$ cat src/rtl/lsb_memctrl_if.sv
// Request/response bus between the load/store buffer (master) and the memory controller (slave).
interface lsb_memctrl_if #(
  parameter int ADDR_WIDTH = 32
) ();
  logic                  go_work;
  logic                  l_or_s;
  logic [2:0]            width;
  logic [ADDR_WIDTH-1:0] address;
  logic [31:0]           value_store;
  logic                  received;
  logic                  has_result;
  logic [31:0]           value_load;

  modport master (
    output go_work, l_or_s, width, address, value_store,
    input  received, has_result, value_load
  );

  modport slave (
    input  go_work, l_or_s, width, address, value_store,
    output received, has_result, value_load
  );
endinterface

$ cat src/rtl/lsb_memctrl.sv
// Serialises one LSB load/store at a time into little-endian byte accesses on a byte-wide RAM bus.
// Optional macro MEMCTRL_IO_STALL_EN: hold off IO-region stores while the IO sink is full.
module lsb_memctrl #(
  parameter int         ADDR_WIDTH = 32,
  parameter logic [1:0] IO_HI_BITS = 2'b11
) (
  input  logic                  clk_in,
  input  logic                  rst_in,
  input  logic                  rdy_in,
  lsb_memctrl_if.slave          lsb,
  input  logic [7:0]            mem_din,
  output logic [7:0]            mem_dout,
  output logic [ADDR_WIDTH-1:0] mem_a,
  output logic                  mem_wr,
  input  logic                  io_buffer_full
);

  typedef enum logic [1:0] {S_IDLE, S_LOAD, S_STORE, S_DONE} state_t;

  state_t                state_r, state_nxt_s;
  logic                  received_r, received_nxt_s;
  logic                  has_result_r, has_result_nxt_s;
  logic [31:0]           value_load_r, value_load_nxt_s;
  logic                  mem_wr_r, mem_wr_nxt_s;
  logic [ADDR_WIDTH-1:0] mem_a_r, mem_a_nxt_s;
  logic [7:0]            mem_dout_r, mem_dout_nxt_s;
  logic [2:0]            iss_cnt_r, iss_cnt_nxt_s;
  logic [2:0]            cap_cnt_r, cap_cnt_nxt_s;
  logic [1:0]            pipe_r, pipe_nxt_s;
  logic [2:0]            req_w_r, req_w_nxt_s;
  logic [ADDR_WIDTH-1:0] req_addr_r, req_addr_nxt_s;
  logic [31:0]           req_val_r, req_val_nxt_s;
  logic                  width_ok_s;
  logic                  io_stall_s;

`ifdef MEMCTRL_IO_STALL_EN
  assign io_stall_s = lsb.l_or_s && (lsb.address[17:16] == IO_HI_BITS) && io_buffer_full;
`else
  logic unused_io_s;
  assign io_stall_s  = 1'b0;
  assign unused_io_s = ^{io_buffer_full, IO_HI_BITS};
`endif

  assign width_ok_s = (lsb.width == 3'd1) || (lsb.width == 3'd2) || (lsb.width == 3'd4);

  // Next-state and next-output computation for the request FSM.
  always_comb begin
    state_nxt_s      = state_r;
    received_nxt_s   = 1'b0;
    has_result_nxt_s = 1'b0;
    mem_wr_nxt_s     = 1'b0;
    value_load_nxt_s = value_load_r;
    mem_a_nxt_s      = mem_a_r;
    mem_dout_nxt_s   = mem_dout_r;
    iss_cnt_nxt_s    = iss_cnt_r;
    cap_cnt_nxt_s    = cap_cnt_r;
    pipe_nxt_s       = pipe_r;
    req_w_nxt_s      = req_w_r;
    req_addr_nxt_s   = req_addr_r;
    req_val_nxt_s    = req_val_r;

    if (!rdy_in) begin
      // Reads in flight are lost; rewinding makes the next ready edge re-issue the first missing byte.
      pipe_nxt_s = 2'b00;
      if (state_r == S_LOAD) begin
        iss_cnt_nxt_s = cap_cnt_r;
      end else begin
        iss_cnt_nxt_s = iss_cnt_r;
      end
    end else begin
      case (state_r)
        S_IDLE: begin
          if (lsb.go_work && !io_stall_s) begin
            received_nxt_s = 1'b1;
            req_w_nxt_s    = lsb.width;
            req_addr_nxt_s = lsb.address;
            req_val_nxt_s  = lsb.value_store;
            cap_cnt_nxt_s  = 3'd0;
            pipe_nxt_s     = 2'b00;
            if (!width_ok_s) begin
              iss_cnt_nxt_s = 3'd0;
              state_nxt_s   = S_DONE;
            end else if (!lsb.l_or_s) begin
              mem_a_nxt_s      = lsb.address;
              value_load_nxt_s = 32'd0;
              iss_cnt_nxt_s    = 3'd1;
              pipe_nxt_s       = 2'b01;
              state_nxt_s      = S_LOAD;
            end else begin
              mem_a_nxt_s    = lsb.address;
              mem_dout_nxt_s = lsb.value_store[7:0];
              mem_wr_nxt_s   = 1'b1;
              iss_cnt_nxt_s  = 3'd1;
              state_nxt_s    = S_STORE;
            end
          end else begin
            state_nxt_s = S_IDLE;
          end
        end
        S_LOAD: begin
          pipe_nxt_s = {pipe_r[0], 1'b0};
          if (iss_cnt_r < req_w_r) begin
            mem_a_nxt_s   = req_addr_r + ADDR_WIDTH'(iss_cnt_r);
            iss_cnt_nxt_s = iss_cnt_r + 3'd1;
            pipe_nxt_s[0] = 1'b1;
          end else begin
            iss_cnt_nxt_s = iss_cnt_r;
          end
          // pipe_r[1] marks that mem_din now holds the byte addressed two edges ago.
          if (pipe_r[1]) begin
            value_load_nxt_s[{cap_cnt_r[1:0], 3'b000} +: 8] = mem_din;
            cap_cnt_nxt_s = cap_cnt_r + 3'd1;
            if (cap_cnt_r == (req_w_r - 3'd1)) begin
              has_result_nxt_s = 1'b1;
              pipe_nxt_s       = 2'b00;
              state_nxt_s      = S_DONE;
            end else begin
              state_nxt_s = S_LOAD;
            end
          end else begin
            cap_cnt_nxt_s = cap_cnt_r;
          end
        end
        S_STORE: begin
          if (iss_cnt_r < req_w_r) begin
            mem_a_nxt_s    = req_addr_r + ADDR_WIDTH'(iss_cnt_r);
            mem_dout_nxt_s = req_val_r[{iss_cnt_r[1:0], 3'b000} +: 8];
            mem_wr_nxt_s   = 1'b1;
            iss_cnt_nxt_s  = iss_cnt_r + 3'd1;
          end else begin
            state_nxt_s = S_DONE;
          end
        end
        S_DONE: begin
          state_nxt_s = S_IDLE;
        end
        default: begin
          state_nxt_s = S_IDLE;
        end
      endcase
    end
  end

  // State and output registers with synchronous active-low reset.
  always_ff @(posedge clk_in) begin
    if (!rst_in) begin
      state_r      <= S_IDLE;
      received_r   <= 1'b0;
      has_result_r <= 1'b0;
      value_load_r <= 32'd0;
      mem_wr_r     <= 1'b0;
      mem_a_r      <= '0;
      mem_dout_r   <= 8'd0;
      iss_cnt_r    <= 3'd0;
      cap_cnt_r    <= 3'd0;
      pipe_r       <= 2'b00;
      req_w_r      <= 3'd0;
      req_addr_r   <= '0;
      req_val_r    <= 32'd0;
    end else begin
      state_r      <= state_nxt_s;
      received_r   <= received_nxt_s;
      has_result_r <= has_result_nxt_s;
      value_load_r <= value_load_nxt_s;
      mem_wr_r     <= mem_wr_nxt_s;
      mem_a_r      <= mem_a_nxt_s;
      mem_dout_r   <= mem_dout_nxt_s;
      iss_cnt_r    <= iss_cnt_nxt_s;
      cap_cnt_r    <= cap_cnt_nxt_s;
      pipe_r       <= pipe_nxt_s;
      req_w_r      <= req_w_nxt_s;
      req_addr_r   <= req_addr_nxt_s;
      req_val_r    <= req_val_nxt_s;
    end
  end

  assign lsb.received   = received_r;
  assign lsb.has_result = has_result_r;
  assign lsb.value_load = value_load_r;
  assign mem_wr         = mem_wr_r;
  assign mem_a          = mem_a_r;
  assign mem_dout       = mem_dout_r;

endmodule
$ cat src/flat_wrapper.sv
// flat-port wrapper written by rule: the top's interface ports become plain ports
module lsb_memctrl_flat 
#(
  parameter int         ADDR_WIDTH = 32,
  parameter logic [1:0] IO_HI_BITS = 2'b11
)
  (clk_in, rst_in, rdy_in, mem_din, mem_dout, mem_a, mem_wr, io_buffer_full, lsb_go_work, lsb_l_or_s, lsb_width, lsb_address, lsb_value_store, lsb_received, lsb_has_result, lsb_value_load);
  lsb_memctrl_if #(.ADDR_WIDTH(ADDR_WIDTH)) lsb_i ();
  input  logic clk_in;
  input  logic rst_in;
  input  logic rdy_in;
  input  logic [7:0] mem_din;
  output logic [7:0] mem_dout;
  output logic [ADDR_WIDTH-1:0] mem_a;
  output logic mem_wr;
  input  logic io_buffer_full;
  input wire logic [$bits(lsb_i.go_work)-1:0] lsb_go_work;
  input wire logic [$bits(lsb_i.l_or_s)-1:0] lsb_l_or_s;
  input wire logic [$bits(lsb_i.width)-1:0] lsb_width;
  input wire logic [$bits(lsb_i.address)-1:0] lsb_address;
  input wire logic [$bits(lsb_i.value_store)-1:0] lsb_value_store;
  output wire logic [$bits(lsb_i.received)-1:0] lsb_received;
  output wire logic [$bits(lsb_i.has_result)-1:0] lsb_has_result;
  output wire logic [$bits(lsb_i.value_load)-1:0] lsb_value_load;
  assign lsb_i.go_work = lsb_go_work;
  assign lsb_i.l_or_s = lsb_l_or_s;
  assign lsb_i.width = lsb_width;
  assign lsb_i.address = lsb_address;
  assign lsb_i.value_store = lsb_value_store;
  assign lsb_received = lsb_i.received;
  assign lsb_has_result = lsb_i.has_result;
  assign lsb_value_load = lsb_i.value_load;
  lsb_memctrl #(.ADDR_WIDTH(ADDR_WIDTH), .IO_HI_BITS(IO_HI_BITS)) u_core (.clk_in(clk_in), .rst_in(rst_in), .rdy_in(rdy_in), .lsb(lsb_i), .mem_din(mem_din), .mem_dout(mem_dout), .mem_a(mem_a), .mem_wr(mem_wr), .io_buffer_full(io_buffer_full));
endmodule
$ cat config.mk
export PLATFORM = sky130hd
export DESIGN_NAME = lsb_memctrl_flat
export DESIGN_NICKNAME = d
export VERILOG_FILES = /design/src/rtl/lsb_memctrl_if.sv /design/src/rtl/lsb_memctrl.sv /design/src/flat_wrapper.sv
export SDC_FILE = /design/constraint.sdc
export NUM_CORES = 1
export LEC_CHECK = 0
export CORE_MARGIN = 3
export CORE_UTILIZATION = 50
export CTS_CLUSTER_DIAMETER = 100
export DETAILED_ROUTE_END_ITERATION = 8
export HOLD_SLACK_MARGIN = 0.1
export PLACE_DENSITY = 0.79
export SYNTH_ARGS = -nofsm -noshare
export SYNTH_HDL_FRONTEND = slang
export SYNTH_SLANG_ARGS = --single-unit
$ cat constraint.sdc
create_clock -name clk_in -period 3.6 [get_ports clk_in]
set_input_delay 0.72 -clock clk_in [delete_from_list [all_inputs] [get_ports clk_in]]
set_output_delay 0.72 -clock clk_in [all_outputs]
set_load 0.05 [all_outputs]
# == Yosys cells after proc, flatten, opt, wreduce, memory -nomap -nowiden ==
# Index checks and enable logic that the tools add are counted.
# word_totals
ff_bits,152
in_bits,81
output_inout_bits,75
# op_classes
add_sub_neg,5
n_lt_le_gt_ge,1
n_eq_ne,18
shift,3
muxes,44
reduce_logical,19
# op_table
cell,count
2-to-1 mux 32 bit,7
case mux 32 bit (2 select lines),2
adder 32 x 3 -> 32 bit,1
bitwise mux 32 bit,1
2-to-1 mux 8 bit,4
variable shift 8 x 7 -> 32 bit (first input constant),1
variable part select 32 x 6 -> 8 bit,1
variable part select 8 x 7 -> 32 bit,1
2-to-1 mux 2 bit,10
2-to-1 mux 3 bit,6
case mux 8 bit (2 select lines),1
case mux 3 bit (2 select lines),2
AND reduction 4 bit,3
AND reduction 6 bit,2
AND reduction 3 bit,3
2-to-1 mux 1 bit,8
!= test 2 x 1 -> 1 bit (second input constant),4
!= test 2 bit (second input constant),4
case mux 2 bit (4 select lines),1
nonzero test 2 bit,4
negator 5 -> 7 bit,1
adder 3 x 1 -> 3 bit (second input constant),2
!= test 3 x 2 -> 1 bit (second input constant),2
AND reduction 5 bit,1
15 further kinds,18

# == Depth between registers and ports, before layout ==
# Gate-level depths: netlist of run 1.
# logic_depth
ltp_word,7
depth_mapped,9
mapped_depth_nobuf,8

# == Worst setup path after synthesis of run 1 ==
# No wires, ideal clock.
# synth_timing
kind,reg2reg
startpoint,reg u_core.req_w_r[2]
endpoint,reg u_core.mem_a_r[13] (netlist: u_core.mem_a[13])
arrival_ns,2.017
required_time_ns,3.486
slack_ns,1.469
path_stages_with_launch,10
n_path_buf,2
synth_period_minus_slack_ns,2.131
cell_sequence,dfxtp_1 > inv_1 > ha_1 > a21o_1 > a311oi_2 > o211ai_1 > and2_0 > buf_2 > buf_2 > a21o_1
# synth_via
elab_chain_len,3
# synth_lines
element,line_no,source
from (decl),lsb_memctrl.sv:30,"logic [2:0] req_w_r, req_w_nxt_s;"
from (signal assigned),lsb_memctrl.sv:171,req_w_r <= req_w_nxt_s;
less-than comparator 3 bit,"lsb_memctrl.sv:102, lsb_memctrl.sv:125",
!= test 2 x 1 -> 1 bit (no source line),--,
AND reduction 5 bit (no source line),--,
to (signal assigned),lsb_memctrl.sv:166,mem_a_r <= mem_a_nxt_s;
to (decl),lsb_memctrl.sv:25,"logic [ADDR_WIDTH-1:0] mem_a_r, mem_a_nxt_s;"
# Every way passes these cells.
# A chain may end at the register's enable or synchronous reset.

# == Worst setup path in the final report of run 1 ==
# layout_timing
startpoint,in lsb_go_work
endpoint,reg u_core.mem_a_r[30] (netlist: u_core.mem_a[30])
# layout_via
elab_chain_len,2
# layout_lines
element,line_no,source
from (decl),flat_wrapper.sv:17,input wire logic [$bits(lsb_i.go_work)-1:0] lsb_go_work;
!= test 2 bit (no source line),--,
AND reduction 5 bit (no source line),--,
# Every way passes these cells.

==> results.sh, run 1 <==
export IMPL_drt_iter0_markers=533
export IMPL_critPathBufInv=1
export IMPL_powerDensity_nw_per_um2=500
export IMPL_clock_sinks=152
export IMPL_synthCells=880
export IMPL_synth_top_cell_area_share_pct=42.5
export IMPL_cts_setup_buffers=0
export IMPL_critPathSlowestCell="and2_0"
export IMPL_grtUsageTotal_pct=24.4
export IMPL_synth_seq_area_share_pct=42.5
export IMPL_cts_resized=0
export IMPL_ys_ff_latch=152
export IMPL_die_w_um=126
export IMPL_grt_pass1_vias=6411
export IMPL_viasPerCell=5.58
export IMPL_drt_first_pass_iters=6
export IMPL_tns_ns=0
export IMPL_fmax_ghz=0.351
export IMPL_final_cell_mix="nand2_1 (215), clkdlybuf4s50_1 (154), dfxtp_1 (152)"
export IMPL_max_stage_delay_ns=0.74
export IMPL_route_detailed_drc=0
export IMPL_htree_levels=4
export IMPL_timing_setup_critical_path_class="input port to flop"
export IMPL_insertion_delay_ns=0.42
export IMPL_clk_path_buf_depth=2
export IMPL_row_count=43
export IMPL_routabilityCongestion=0.854
export IMPL_cap_violations=0
export IMPL_cp_required_ns=3.94
export IMPL_synth_area_leaders="dfxtp_1 (42%), nand2_1 (11%), a21oi_1 (8.3%), nand3_1 (4.0%), mux4_2 (2.5%)"
export IMPL_synth_cell_types=64
export IMPL_synth_main_ff_cell="dfxtp_1"
export IMPL_syn_area_sq_um=7160
export IMPL_antenna_found_initial=0
export IMPL_die_area_sq_um=15800
export IMPL_grt_pass1_wl_um=31600
export IMPL_critical_path_top_delay_family="simple AND/OR/NAND/NOR gates"
export IMPL_ioPinCount=156
export IMPL_cts_tree="yes"
export IMPL_die_h_um=126
export IMPL_slew_violations=0
export IMPL_numCtsBuffers=17
export IMPL_setup_viol=0
export IMPL_period_share_pct=79.1
export IMPL_initial_core_util_pct=51.4
export IMPL_holdBufCountCts=0
export IMPL_coreArea_sq_um=13900
export IMPL_fin_crit_ns=2.85
export IMPL_ys_warnings_count=0
export IMPL_dp_hpwl_um=13300
export IMPL_critPathMaxFanout=14
export IMPL_num_vias=6733
export IMPL_grt_overflow=0
export IMPL_tightestPinTransition_ns=0.970
export IMPL_rsz0062_at_grt="no"
export IMPL_hold_viol_final=0
export IMPL_layout_drive_gt1_share_pct=7.80
export IMPL_wl_um=19300
export IMPL_cp_data_arrival_time_ns=3.19
export IMPL_grt_max_degree=52
export IMPL_synth_edff_count=0
export IMPL_clk_pin_slew_worst_paths_ns=0.06
export IMPL_yosys_area_top_type="dfxtp_1"
export IMPL_drt_wirelength_per_cell_um=16.0
export IMPL_peakVddDrop_v=0.000362
export IMPL_skew_ns=0.00752
export IMPL_max_slew_margin_pct=35.2
export IMPL_port_buffers=154
export IMPL_leakage_nw=3.30
export IMPL_final_nets=1109
export IMPL_post_route_util_pct=68.4
export IMPL_synthArstFlopShare_pct=0
export IMPL_final_antenna_net_count=0
export IMPL_cp_cell_sequence="clkdlybuf4s50_1 -> nor2b_1 -> a221o_1 -> o211ai_1 -> and2_0 -> a22oi_1 -> o21ai_0"
export IMPL_synthesis_nets=976
export IMPL_min_path_type="flop to flop"
export IMPL_outcome="completed"
export IMPL_end_kind="flop"
export IMPL_antenna_cells_inserted=0
export IMPL_area_growth_pct=33.1
export IMPL_final_common_cell="nand2_1"
export IMPL_syn_avg_cell_area_sq_um=8.14
export IMPL_worstSetupStartpointType="input port"
export IMPL_cts_root_buf="clkbuf_16"
==> where the power goes <==
| group | internal [mW] | switching [mW] | leakage (nW) |
|---|---|---|---|
| clock | 1.30 | 0.723 | 0.316 |
| sequential | 1.77 | 0.0636 | 1.23 |
| combinational | 0.335 | 0.573 | 1.76 |
| total | 3.41 | 1.36 | 3.30 |
==> worst min-delay path, delay by kind of cell (launching register included) <==
family / cells / cell delay, ns
AO/OA/AOI/OAI: 1 / 0.05
AND/OR/NAND/NOR: 1 / 0.05
flip-flops: 1 / 0.31
==> state kept, by name (all words and copies together) (netlist names) <==
name / cells
u_core.pipe_r: 2
u_core.req_w_r: 3
u_core.mem_wr: 1
u_core.iss_cnt_r: 3
u_core.lsb.has_result: 1
u_core.req_addr_r: 32
u_core.mem_dout: 8
u_core.lsb.value_load: 32
u_core.state_r: 2
u_core.req_val_r: 32
u_core.lsb.received: 1
u_core.cap_cnt_r: 3
u_core.mem_a: 32
==> final timing paths <==
| path | start | endpoint | slack (ns) | cells after the start |
|---|---|---|---|---|
| setup / recovery | lsb_go_work | u_core.mem_a[30] | 0.75 | 7 |
| hold / removal | u_core.lsb.value_load[24] | u_core.lsb.value_load[24] | 0.45 | 2 |
| setup reg to reg | u_core.state_r[1] | u_core.mem_a[30] | 0.76 | 8 |
| hold reg to reg | u_core.lsb.value_load[24] | u_core.lsb.value_load[24] | 0.45 | 2 |
==> cell families (layout without fill, tap and decap cells) <==
| group | count (synthesis) | count (layout) | synth area share (%) |
|---|---|---|---|
| flip-flops | 152 | 152 | 42.5 |
| adder cells (fa/ha/maj) | 15 | 15 | 2.73 |
| XOR/XNOR | 32 | 32 | 4.12 |
| AO/OA/AOI/OAI | 212 | 212 | 18.4 |
| AND/OR/NAND/NOR | 377 | 377 | 23.6 |
| buffers and inverters | 69 | 215 | 3.95 |
| multiplexers | 23 | 23 | 4.68 |
==> cell type report <==
cell class,count,area [sq um]
Fill cell,1140,4400
Tap cell,180,225
Inverter,14,53.8
Timing Repair Buffer,169,1690
Sequential cell,152,3040
Clock buffer,17,425
Multi-Input combinational cell,659,3840
Clock inverter,15,250
==> Yosys cell counts, drive strengths merged, types with 13 or more instances <==
cell type,count
o21ai,18
nand3,58
inv,13
dfxtp,152
buf,21
a21oi,120
nor2,40
ha,14
xor2,19
nand2,215
mux2i,14
nand4,17
clkbuf,34
==> layer usage <==
metal / share of wire [%] / wire (um) / GRT usage [%]
met1: 44 / 8550 / 31.8
met2: 48 / 9220 / 39.9
met3: 6.4 / 1240 / 6.06
met4: 1.5 / 294 / 7.72
met5: 0 / 0 / 0
==> through the flow <==
step / setup slack (ns) / power, mW / instances / hold WS [ns] / area [sq um]
floorplan: 1.47 / 2.45 / 880 / 0.433 / 7160
global route: 0.523 / 4.95 / 1206 / 0.468 / 9530
global placement: 0.452 / 2.76 / 1174 / 0.435 / 8860
CTS: 0.768 / 4.79 / 1206 / 0.453 / 9530
detailed placement: 0.364 / 2.78 / 1174 / 0.442 / 8860
finish: 0.751 / 4.77 / 1206 / 0.451 / 9530
Note: power is estimated with default switching activity, not from simulation.
==> run 2: changes to the inputs <==
--- a/config.mk
+++ b/config.mk
@@ -6,11 +6,11 @@
 export NUM_CORES = 1
 export LEC_CHECK = 0
 export CORE_MARGIN = 3
-export CORE_UTILIZATION = 50
+export CORE_UTILIZATION = 46
 export CTS_CLUSTER_DIAMETER = 100
 export DETAILED_ROUTE_END_ITERATION = 8
 export HOLD_SLACK_MARGIN = 0.1
-export PLACE_DENSITY = 0.79
+export PLACE_DENSITY = 0.76
 export SYNTH_ARGS = -nofsm -noshare
 export SYNTH_HDL_FRONTEND = slang
 export SYNTH_SLANG_ARGS = --single-unit
==> constraint.sdc (replaced) <==
create_clock -name clk_in -period 2.5 [get_ports clk_in]
set_input_delay 0.5 -clock clk_in [delete_from_list [all_inputs] [get_ports clk_in]]
set_output_delay 0.5 -clock clk_in [all_outputs]
set_load 0.05 [all_outputs]
==> run 2 against run 1 <==
  * Sequential cell count stayed put
  * Sequential share of layout area is 0.59 points lower
  * Sequential power is 44% higher
  * Clock power is 30% higher
  * First-iteration DRC count is 23% higher
  * Via count is 2.5% higher
  * Critical path depth stayed put
  * Highest routed layer unchanged
==> results.sh, run 2 (synthesis gave the netlist of run 1 again) <==
export IMPL_numCtsBuffers=17
export IMPL_antenna_cells_inserted=0
export IMPL_die_w_um=131
export IMPL_use_met2_pct=36.8
export IMPL_antenna_found_initial=0
export IMPL_hold_viol_final=0
export IMPL_row_count=44
export IMPL_whs_ns=0.450
export IMPL_fin_ws_ns=0.201
export IMPL_end_kind="flop"
export IMPL_timing_setup_critical_path_class="flop to flop"
export IMPL_ioPinCount=156
export IMPL_fin_cells=1239
export IMPL_place_area_sq_um=9100
export IMPL_fin_crit_ns=2.30
export IMPL_initial_core_util_pct=48.2
export IMPL_peakVddDrop_v=0.000509
export IMPL_final_common_cell="nand2_1"
export IMPL_dp_cells=1207
export IMPL_grt_overflow=0
export IMPL_insertion_delay_ns=0.42
export IMPL_use_met3_pct=7.36
export IMPL_skew_ns=0.00832
export IMPL_top_usage_layer="met2"
export IMPL_cts_root_buf="clkbuf_16"
export IMPL_grt_pass1_vias=6528
export IMPL_grtUsageTotal_pct=23.9
export IMPL_period_share_pct=92.0
export IMPL_cp_data_arrival_time_ns=2.66
export IMPL_final_cell_mix="nand2_1 (215), clkdlybuf4s50_1 (154), dfxtp_1 (152)"
export IMPL_drt_wirelength_per_cell_um=16.4
export IMPL_max_stage_delay_ns=0.49
export IMPL_final_antenna_net_count=0
export IMPL_fin_area_sq_um=9710
export IMPL_final_nets=1138
export IMPL_viasPerCell=5.57
export IMPL_clk_path_buf_depth=2
export IMPL_clk_pin_slew_worst_paths_ns=0.06
export IMPL_slew_violations=0
export IMPL_outcome="completed"
export IMPL_num_vias=6904
export IMPL_rsz0062_at_grt="no"
export IMPL_leakage_nw=3.45
export IMPL_grt_pass1_wl_um=32500
export IMPL_powerDensity_nw_per_um2=687
export IMPL_pre_cts_ws_ns=-0.0578
export IMPL_drt_iter0_markers=654
export IMPL_fmax_ghz=0.435
export IMPL_layout_drive_gt1_share_pct=10.1
export IMPL_area_growth_pct=35.6
export IMPL_max_slew_margin_pct=59.9
export IMPL_tns_ns=0
export IMPL_drt_first_pass_iters=5
export IMPL_grt_max_degree=54
export IMPL_critPathSlowestCell="nor4_4"
export IMPL_grtUsageMet1_pct=31.8
export IMPL_setup_viol=0
export IMPL_critical_path_top_delay_family="simple AND/OR/NAND/NOR gates"
export IMPL_clock_sinks=152
export IMPL_routabilityCongestion=0.909
export IMPL_cp_required_ns=2.86
export IMPL_worstSetupStartpointType="flop"
export IMPL_cp_cell_sequence="fa_1 -> a21oi_1 -> nor4_4 -> nand4_1 -> xor2_1 -> a221oi_2 -> a21o_1"
export IMPL_dp_hpwl_um=14300
export IMPL_rrSetupSlack_ns=0.20
export IMPL_route_detailed_drc=0
export IMPL_cap_violations=0
export IMPL_critPathMaxFanout=9
export IMPL_coreArea_sq_um=14900
export IMPL_port_buffers=154
export IMPL_cts_tree="yes"
export IMPL_die_area_sq_um=17100
export IMPL_wl_um=20300
export IMPL_die_h_um=131
export IMPL_min_path_type="flop to flop"
export IMPL_critPathBufInv=0
export IMPL_htree_levels=4
export IMPL_tightestPinTransition_ns=0.596
-- run 2: cell types whose count changed in the layout (fill, tap and decap cells not counted) --
cell / delta
buf_12: +2
clkbuf_8: +4
clkinv_4: -3
inv_6: -1
clkbuf_1: +2
clkinv_2: +5
buf_4: +27
and2_1: +1
bufinv_16: -3
clkinvlp_4: -4
and2_0: -1
-- run 2: what timing repair did --
item / in CTS / in global routing
hold buffers: 0 / 0
setup buffers: 0 / 0
resized for setup: 0 / 1
endpoints found under the setup margin: 0 / 1
-- run 2: final timing paths --
kind	from	endpoint	cells after the start
max	u_core.iss_cnt_r[1]	u_core.mem_a[26]	7
min reg2reg	u_core.mem_a[13]	u_core.mem_a[13]	1
min	u_core.mem_a[13]	u_core.mem_a[13]	1
max reg2reg	u_core.iss_cnt_r[1]	u_core.mem_a[26]	7
-- run 2: where the power goes --
group	switching, mW	internal (mW)
Combinational	0.852	0.549
Clock	0.968	1.67
Sequential	0.0885	2.55
Total	1.91	4.77
-- run 2: through the flow --
step | utilization, % | power (mW)
floorplan | - | 3.53
global placement | 61.2 | 4.06
detailed placement | 61.2 | 4.08
CTS | 65.3 | 6.71
global route | 65.3 | 6.95
finish | 65.3 | 6.68
-- run 2: layer usage --
layer	part of all wire [%]	wire length (um)	up-vias
li1	-	-	3396
met1	43	8810	3226
met2	47	9450	253
met3	8.0	1620	29
met4	1.9	378	0
met5	0	0	-
-- run 2: layout make-up --
cell class	count	area, sq um
Fill cell	1259	5150
Multi-Input combinational cell	659	3840
Sequential cell	152	3040
Timing Repair Buffer	198	1930
Clock buffer	23	488
Tap cell	184	230
Clock inverter	9	120
Inverter	14	53.8
==> variant: new RTL, flow settings as in run 1 <==
The 4 states of `state_t` get a one-hot encoding in 4 bits.
--- a/src/rtl/lsb_memctrl.sv
+++ b/src/rtl/lsb_memctrl.sv
@@ -15,7 +15,7 @@
   input  logic                  io_buffer_full
 );
 
-  typedef enum logic [1:0] {S_IDLE, S_LOAD, S_STORE, S_DONE} state_t;
+  typedef enum logic [3:0] {S_IDLE = 4'b0001, S_LOAD = 4'b0010, S_STORE = 4'b0100, S_DONE = 4'b1000} state_t;
 
   state_t                state_r, state_nxt_s;
   logic                  received_r, received_nxt_s;
Formal check against the unedited RTL: no difference found for any inputs over 4 cycles, from zero or initial values and one cycle with rst_in low; so few cycles prove little.
==> variant against run 1 <==
Final area is 0.25% higher. Clock power down 12%. Area after synthesis increased by 2.0%. Utilization shrank 0.61 points. Combinational power fell by 35%. Setup slack better by 0.20 ns. Sequential cell count is 2 higher. Critical path depth stayed put. Total power fell by 12%. Routed wire length is 0.40% lower. Largest power group is now registers. Highest routed layer unchanged.
==> variant: results (changes against run 1) <==
- The run finished with clean final reports.
- The synthesized netlist net count is 940 (-3.7%).
- The number of vias per cell after detailed routing is 5.72 (+2.5%).
- The leakage power figure is 3.40 nW (+2.8%).
- By area the synthesized netlist is led by sky130_fd_sc_hd__dfxtp_1, sky130_fd_sc_hd__nand2_1, sky130_fd_sc_hd__a21boi_0.
- The final worst hold slack came to 0.455 ns (+0.00467 ns).
- The total global routing track utilization is 23.9% (-0.43 points).
- The sequential cell area fraction in the yosys report is 42.2% (-0.27 points).
- The net switching power is 0.00113 W (-17%).
- The final net count was 1,069 (-3.6%).
- The final clock skew is 0.00704 ns (-0.000480 ns).
- The initial detailed-routing violation count is 452 (-15%).
- The first-pass GRT wire length came to 31,500 µm (about the same).
- The pin count of the biggest net entering global routing came to 93 (+79%).
- The root cell of the clock tree is sky130_fd_sc_hd__clkbuf_16.
- The largest stage delay on the critical path is 0.72 ns (-0.02 ns).
- The commonest cells after synthesis are sky130_fd_sc_hd__nand2_1, sky130_fd_sc_hd__dfxtp_1, sky130_fd_sc_hd__nand3_1, sky130_fd_sc_hd__a21boi_0, sky130_fd_sc_hd__clkbuf_1.
- The largest driver fanout on the critical path was 13 (-1).
- The number of global-route vias before repair is 6,269 (-2.2%).
- The number of I/O port buffers is 154 (unchanged).
- The fraction of final layout cells with drive strength greater than 1 came to 7.18% (-0.62 points).
- The worst slew margin relative to its limit is 55.5% (+20 points).
- The final routed wirelength across all metal layers was 19,200 µm (-0.40%).
- The final estimated routing congestion in global placement is 0.846 (-0.90%).
- The largest voltage drop on the vdd net was 0.351 mV (-3.1%).
- The register-to-register setup slack is 0.95 ns (+0.19 ns).
- The number of distinct library cells after synthesis came to 59 (-7.8%).
- The most used flip-flop cell after synthesis is sky130_fd_sc_hd__dfxtp_1.
## variant: cell types whose count changed after synthesis, moves of 12 or more
cell                              run 1  this run
sky130_fd_sc_hd__buf_2               19         7
sky130_fd_sc_hd__a21boi_0             0        63
sky130_fd_sc_hd__o31ai_1             10        33
sky130_fd_sc_hd__nand2_1            215       191
sky130_fd_sc_hd__a21oi_1            119        15
sky130_fd_sc_hd__nand3_1             57        76
sky130_fd_sc_hd__nor2_1              39        23
## variant: stage by stage
stage | area (µm²) | setup WS (ns) | power, W | utilization (%) | cells
2_1_floorplan | 7300 | 1.41 | 0.00222 | - | 847
3_3_place_gp | 8960 | 0.749 | 0.00245 | 63.5 | 1137
3_5_place_dp | 8960 | 0.662 | 0.00245 | 63.5 | 1137
4_1_cts | 9560 | 0.985 | 0.00424 | 67.8 | 1169
5_1_grt | 9560 | 0.720 | 0.00437 | 67.8 | 1169
6_report | 9560 | 0.947 | 0.00421 | 67.8 | 1169
## variant: critical path: cells and delay by family (launching register included)
| kind | cells | cell delay, ns |
|---|---|---|
| flip-flops | 1 | 0.72 |
| AND/OR/NAND/NOR | 1 | 0.04 |
| adder cells (fa/ha/maj) | 1 | 0.21 |
| AO/OA/AOI/OAI | 5 | 1.59 |
## variant: cells by family after synthesis
kind of cell / Yosys count / share of synthesized area (%)
simple gates: 352 / 22.4
compound gates: 202 / 20.6
flops: 154 / 42.2
buf+inv: 72 / 4.28
xor+xnor: 35 / 4.20
mux: 20 / 4.11
fa+ha+maj: 12 / 2.16
## variant: path summary, 6_finish.rpt
check	startpoint	endpoint	depth (start not counted)
worst max-delay path	u_core.iss_cnt_r[1]	u_core.iss_cnt_r[0]	7
worst min-delay path	u_core.req_val_r[5]	u_core.req_val_r[5]	2
worst max register to register	u_core.iss_cnt_r[1]	u_core.iss_cnt_r[0]	7
worst min register to register	u_core.req_val_r[5]	u_core.req_val_r[5]	2
## variant: metal layers
metal  up-vias  part of all wire (%)  global-route usage, %  wire (µm)
met5         -                     0                      0          0
met4         0                   2.1                   9.53        395
met3        28                   6.9                   5.47       1320
met2       241                    46                   36.7       8770
met1      3146                    45                   32.8       8730
li1       3272                     -                      -          -
## variant: final cells by class
type                    count  area, µm²
clock buffers              19        453
clock inverters            13        145
fillers                  1149       4540
inverters                  14       52.6
multi-input cells         621       3930
flip-flops and latches    154       3080
well taps                 180        225
repair buffers            168       1670
## variant: power groups by stage
stage	clock network (W)	registers [W]	logic [W]
detailed placement	0	0.00186	0.000590
global placement	0	0.00186	0.000585
finish	0.00179	0.00183	0.000591
CTS	0.00182	0.00183	0.000594
floorplan	0	0.00195	0.000266
global route	0.00190	0.00184	0.000640
